[config.mk]
export PLATFORM = sky130hd
export DESIGN_NAME = timer_counter
export DESIGN_NICKNAME = d
export VERILOG_FILES = /design/src/rtl/timer_pkg.sv /design/src/rtl/timer_counter.sv
export SDC_FILE = /design/constraint.sdc
export NUM_CORES = 1
export LEC_CHECK = 0
export ABC_CLOCK_PERIOD_IN_PS = 6700
export BUFFER_PORTS_ARGS = -buffer_cell sky130_fd_sc_hd__buf_2
export CAP_MARGIN = 20
export CORE_MARGIN = 2
export CORE_UTILIZATION = 50
export CTS_CLUSTER_SIZE = 30
export DETAILED_ROUTE_END_ITERATION = 7
export PLACE_DENSITY_LB_ADDON = 0.1
export SETUP_SLACK_MARGIN = 0.05
export SLEW_MARGIN = 20
export SYNTH_ARGS = -nofsm -noshare
export SYNTH_HDL_FRONTEND = slang
export SYNTH_SLANG_ARGS = --single-unit
[constraint.sdc]
create_clock -name clk -period 6.7 [get_ports clk]
set_clock_uncertainty 0.15 [all_clocks]
set_input_delay 1.005 -clock clk [delete_from_list [all_inputs] [get_ports clk]]
set_output_delay 1.005 -clock clk [all_outputs]
set_load 0.02 [all_outputs]
[src/rtl/timer_pkg.sv]
// Shared constants for the timer_counter block: FSM state codes,
// register indices, CTRL bit positions and mode codes.
package timer_pkg;

   localparam logic [1:0] ST_IDLE = 2'd0;
   localparam logic [1:0] ST_LOAD = 2'd1;
   localparam logic [1:0] ST_CNT  = 2'd2;
   localparam logic [1:0] ST_INT  = 2'd3;

   localparam logic [1:0] CTRL_IDX   = 2'd0;
   localparam logic [1:0] PRESET_IDX = 2'd1;
   localparam logic [1:0] COUNT_IDX  = 2'd2;

   localparam int CTRL_W   = 4;
   localparam int EN_BIT   = 0;
   localparam int MODE_LSB = 1;
   localparam int MODE_MSB = 2;
   localparam int IM_BIT   = 3;

   localparam logic [1:0] MODE_ONESHOT = 2'd0;
   localparam logic [1:0] MODE_RELOAD  = 2'd1;

endpackage

[src/rtl/timer_counter.sv]
// Programmable down-counter timer with one-shot and auto-reload modes.
// Ports: clk, rst_n (async low), We/Addr/WD register write,
// RD combinational register read, IRQ registered interrupt request.
module timer_counter
   import timer_pkg::*;
#(
   parameter int DATA_W = 32
) (
   input  logic              clk,
   input  logic              rst_n,
   input  logic              We,
   input  logic [3:0]        Addr,
   input  logic [DATA_W-1:0] WD,
   output logic [DATA_W-1:0] RD,
   output logic              IRQ
);

   logic [CTRL_W-1:0] ctrl, ctrlNxt;
   logic [DATA_W-1:0] preset, presetNxt;
   logic [DATA_W-1:0] count, countNxt;
   logic [1:0]        state, stateNxt;
   logic              irqFlag, flagNxt;
   logic [1:0]        regSel;
   logic [1:0]        mode;
   logic              en;
   logic              unusedAddr;

   assign regSel     = Addr[3:2];
   assign unusedAddr = ^Addr[1:0];
   assign en         = ctrl[EN_BIT];
   assign mode       = ctrl[MODE_MSB:MODE_LSB];

   always_comb begin
      case (regSel)
         CTRL_IDX:   RD = {{(DATA_W-CTRL_W){1'b0}}, ctrl};
         PRESET_IDX: RD = preset;
         COUNT_IDX:  RD = count;
         default:    RD = '0;
      endcase
   end

   // FSM decisions use the pre-write register values; a CPU write
   // to CTRL is applied last so it overrides the FSM's Enable clear.
   always_comb begin
      stateNxt  = state;
      countNxt  = count;
      ctrlNxt   = ctrl;
      presetNxt = preset;
      flagNxt   = irqFlag;
      case (state)
         ST_IDLE: begin
            if (en) stateNxt = ST_LOAD;
         end
         ST_LOAD: begin
            countNxt = preset;
            stateNxt = ST_CNT;
         end
         ST_CNT: begin
            if (!en) begin
               stateNxt = ST_IDLE;
            end else if (count > DATA_W'(1)) begin
               countNxt = count - DATA_W'(1);
            end else begin
               countNxt = '0;
               flagNxt  = 1'b1;
               stateNxt = ST_INT;
            end
         end
         default: begin
            // Reserved modes 2/3 fall through to one-shot.
            if (mode == MODE_RELOAD) begin
               flagNxt  = 1'b0;
               stateNxt = ST_LOAD;
            end else begin
               ctrlNxt[EN_BIT] = 1'b0;
               stateNxt        = ST_IDLE;
            end
         end
      endcase
      if (We) begin
         if (regSel == CTRL_IDX) begin
            ctrlNxt = WD[CTRL_W-1:0];
            flagNxt = 1'b0;
         end
         if (regSel == PRESET_IDX) presetNxt = WD;
      end
   end

   // IRQ is flopped from next-state values so it rises on the same
   // edge as the flag while keeping no combinational path from We.
   always_ff @(posedge clk or negedge rst_n) begin
      if (!rst_n) begin
         ctrl    <= '0;
         preset  <= '0;
         count   <= '0;
         state   <= ST_IDLE;
         irqFlag <= 1'b0;
         IRQ     <= 1'b0;
      end else begin
         ctrl    <= ctrlNxt;
         preset  <= presetNxt;
         count   <= countNxt;
         state   <= stateNxt;
         irqFlag <= flagNxt;
         IRQ     <= flagNxt & ctrlNxt[IM_BIT];
      end
   end

endmodule

==> Word-level counts from Yosys, hierarchy flattened <==
Index checks and enable logic that the tools add are counted.
{ "totals": {"reg_bits": 72, "input_bits": 39, "output_inout_bits": 33, "word_cells": 46} }
{ "op_classes": {"add_sub_neg": 1, "magnitude_cmp": 1, "n_eq_ne": 8, "mux": 19, "bitwise": 1, "reduce_logical": 9} }
{ "op_table": {"columns": ["op", "count"], "rows": [
  ["$pmux 32 s3", 1],
  ["$mux 32", 2],
  ["$pmux 32 s2", 1],
  ["$gt 32x1->1 const B", 1],
  ["$sub 32x1->32 const B", 1],
  ["$mux 1", 8],
  ["$mux 4", 2],
  ["$reduce_and 2->1", 4],
  ["$eq 2x1->1 const B", 3],
  ["$mux 2", 3],
  ["$pmux 2 s3", 1],
  ["$eq 2x2->1 const B", 2],
  ["$logic_not 2->1", 2],
  ["$ne 2x2->1 const B", 2],
  ["$ne 3x3->1 const B", 1],
  ["$reduce_or 3->1", 1],
  ["$pmux 1 s2", 1],
  ["$reduce_bool 2->1", 1],
  ["$reduce_or 2->1", 1],
  ["$and 1x1->1", 1]
]} }

==> Depth between registers and ports, before layout <==
{ "logic_depth": {"depth_word": 7, "depth_mapped": 9, "ltp_nobuf": 7} }

==> Least setup slack after synthesis <==
Ideal clock, no wire load.
{ "synth_path": {"path_kind": "input to output", "from": "in Addr[3]", "to": "out RD[10]", "t_arrival_ns": 2.291, "t_required_ns": 5.545, "path_slack_ns": 3.254, "stages": 5, "n_path_buf": 3, "cell_sequence": "clkbuf_1 > nor2b_1 > clkbuf_1 > buf_1 > a22o_1"} }
{ "synth_between": {"elab_chain_len": 2, "elab_cells_between_ends": 4, "cone_classes": "eq/ne: 2; mux: 1; reduce/logical: 1"} }
{ "synth_rtl": {"columns": ["item", "line_no", "text"], "rows": [
  ["start: declaration", "timer_counter.sv:12", "input logic [3:0] Addr,"],
  ["$eq 2x2->1, or another cell as far along", "timer_counter.sv:34", "case (regSel)"],
  ["$pmux 32 s3 *", "timer_counter.sv:34", null],
  ["end: declaration", "timer_counter.sv:14", "output logic [DATA_W-1:0] RD,"]
]} }
Mark *: on every way between the ends. The rest lies on a longest branch, timed or not.

==> Worst setup path after layout <==
{ "layout_path": {"from": "in Addr[3]", "to": "out RD[16]"} }
Same word-level chain as after synthesis.

==> results by group <==
CTS
  – H-tree level count: 3
  – Clock Tree Root: clkbuf_8
  – # resized after CTS: 0
  – Clock tree buffer depth: 2
  – # hold bufs at CTS: 0
  – Post-CTS setup buffer count: 0
  – Reg clk slew, reported paths: approximately 0.080 ns
  – CTS Sinks: 72
  – CTS tree: yes
  – Clk_lat worst skew: ~0.36 ns
  – CTS buffer count: 9

Routing
  – Routed len/inst: 18.0 um
  – Post-DRT Antenna Nets: 0
  – Drt drc: 0
  – DR top layer: met4
  – Met1 Wirelength: 4.45 mm
  – Met2 WL: 4.92 mm
  – Routed vias: 3459
  – Vias per Instance: 6.20
  – Final WL: between 10 and 15 mm
  – Initial drt markers: 190
  – Pre-antenna DRT Iters: 5
  – Met3 WL: 521 um

Pwr
  – VDD IR-drop max: 162 uV
  – Clock share of power: 20.5%
  – Pwr dens: slightly above 400 nW/um^2
  – Leak: about 2 nW
  – Sequential share of power: 40.1%
  – Pint: about 1.1 mW
  – Switching pwr: ~0.78 mW
  – Part of the power in combinational logic: between 30% and 40%
  – Sw Share: 41.4%

STA
  – Setup Viol. Count Final: 0
  – Setup TNS: 0 ns
  – Fmax: 308 MHz
  – Tmin final: 3.25 ns
  – RSZ-0062 raised after global routing: false
  – Setup ws final: roughly 3.5 ns
  – Final Max Slew Viols: 0
  – Slew HR: 39.0%
  – Fin. Hold Viols: 0
  – Worst-margin pin slew: 0.915 ns
  – Final period utilization: 48.5%

Setup path
  – Reg2reg start: count[8]
  – RR Endpoint: count[9]
  – Crit path DAT: 2.09 ns
  – Critical Path End Type: output port
  – R2R depth: 6
  – CP Data Required Time: 5.54 ns
  – Crit Path Class: in2out
  – Setup slack, reg-to-reg: 3.51 ns
  – Worst setup SP type: input port
  – CP max FO: 28
  – Critical path origin: Addr[3]
  – Critical Path End: RD[16]

Place
  – Port bufs: 69
  – Post-Place Setup Slack: 3.19 ns
  – Post-DP HPWL: 6.40 mm
  – Placer's final routability congestion estimate: about 0.86

Synthesis
  – Top cell type's share of synthesized area: 45.0%
  – #FFs+latches synth: 72
  – Avg Inst Size Synth: 10.1 sq um
  – Sequential fraction of the synthesis area: 45.0%
  – Syn Inst Count: roughly 400
  – Dominant cell type by area after synthesis: dfrtp_1
  – Mapped Area: 4000 sq um
  – Synth top area cells: dfrtp_1 (45%), mux2_2 (9.8%), a22o_1 (7.0%)
  – Unique masters post-synth: 54
  – Yosys warnings: 0
  – Async SR Flop Fraction: between 90% and 100%
  – Post-synth top flop: dfrtp_1
  – EDFF count, synth: 0
  – Mapped Nets: around 440

GRT
  – First-pass GRT wire length: ~16 mm
  – Initial antenna violation count: 0
  – GRT Resource Usage Total: 24.1%
  – Number of global-route vias before repair: 3357
  – Largest net degree at the start of global routing: 73
  – Gr ovfl total: 0

Floorplanning
  – Placement row count: 32
  – Core Region: around 7700 sq um
  – # IOs: 72
  – Initial Util: 51.8%
  – Area of the die: 8740 sq um
  – Die extent in y: 93.5 um
  – Die width: 93.5 um

Layout
  – Nets: about 490
  – Fraction of layout cells with a size suffix above 1: 30.5%
  – Area growth syn-to-layout: 15.7%
  – Antenna Cells: 0

Flow run
  – MaxCap Viol Count: 0

Run status
  – Status: finished, final reports clean

Min path
  – Hold Path Class: reg2reg
## how the worst min path moves through the flow
stage,from,endpoint,depth (start not counted)
final,preset[14],count[14],2
after global routing,preset[17],count[17],1
after CTS,preset[14],count[14],2
after detailed placement,preset[14],count[14],2
after global placement,preset[14],count[14],2
after floorplan,preset[14],count[14],2
## flip-flops by register name, summed over array words and instances, names as in the netlist
| name | count |
|---|---|
| irqFlag | 1 |
| count | 32 |
| state | 2 |
| IRQ | 1 |
| ctrl | 4 |
| preset | 32 |
## per-stage QoR
| step | instance area (sq um) | hold slack, ns | total power, mW | utilization (%) | cells |
|---|---|---|---|---|---|
| floorplan | 4000 | 0.316 | 1.29 | - | 395 |
| global placement | 4390 | 0.344 | 1.47 | 56.8 | 541 |
| detailed placement | 4390 | 0.348 | 1.49 | 56.8 | 541 |
| CTS | 4610 | 0.369 | 1.88 | 59.6 | 557 |
| global route | 4630 | 0.402 | 2.02 | 59.9 | 558 |
| finish | 4630 | 0.366 | 1.88 | 59.9 | 558 |
## placed cells by master (no fill, tap or decap), drive strengths merged, types with 2 or more instances in the layout
master and instances:
nand4 4, o221ai 3, nand2b 3, o31ai 6, a21oi 9, a22oi 10
nor3b 2, a22o 32, nor2 20, dfrtp 72, nand3 11, nor2b 5
mux2i 7, buf 77, or3 8, clkinvlp 2, a32oi 3, and3 3
a221o 6, o41ai 2, clkbuf 11, and2 2, or4 5, o21ai 29
bufinv 2, inv 8, o211ai 6, o311ai 5, nand2 30, ha 2
nor3 9, a31oi 3, mux2 35, nor4 9
## cells by family after synthesis
| logic type | Yosys count | synth area share, % |
|---|---|---|
| compound gates | 121 | 22.4 |
| fa+ha+maj | 2 | 0.625 |
| buf+inv | 40 | 4.50 |
| flops | 72 | 45.0 |
| mux | 42 | 11.6 |
| simple gates | 118 | 15.8 |
## power by group through the flow
stage	Clock, mW	Sequential [mW]	Combinational, mW
CTS	0.394	0.751	0.732
floorplan	0	0.697	0.593
global placement	0	0.753	0.714
global route	0.415	0.783	0.818
detailed placement	0	0.760	0.729
finish	0.387	0.756	0.741
## worst max-delay path, cell delays in order
cell     delay [ns]
buf_2          0.20
nor2b_2        0.17
buf_4          0.33
a22o_1         0.22
buf_2          0.16
## final cells by class
class,count,area [sq um]
clock buffers,11,141
clock inverters,5,80.1
fillers,685,3100
inverters,8,30.0
multi-input cells,283,2040
flip-flops and latches,72,1800
well taps,102,128
repair buffers,77,409
## metal layers
layer / vias to the layer above / global-route usage, %
met5: - / 0
met4: 0 / 9.93
met3: 13 / 3.63
met2: 116 / 39.9
met1: 1708 / 31.7
li1: 1622 / -
## synth_stat cells (2+ instances only)
cell type	count
dfrtp_1	72
mux2_2	35
a22o_1	32
nand2_1	30
o21ai_0	29
clkbuf_1	21
nor2_1	19
nand3_1	11
a22oi_1	10
a21oi_1	9
nor3_1	9
inv_1	8
nor4_1	8
or3_1	8
mux2i_1	7
a221o_1	6
o211ai_1	6
buf_1	5
nor2b_1	5
o31ai_1	5
nand4_1	4
or4_1	4
a31oi_1	3
a32oi_1	3
and3_1	3
buf_2	3
nand2b_1	3
o221ai_1	3
o311ai_0	3
and2_1	2
buf_6	2
ha_1	2
nor3b_1	2
o311ai_1	2
o41ai_1	2
No activity file was read; power rests on OpenSTA's default activity.
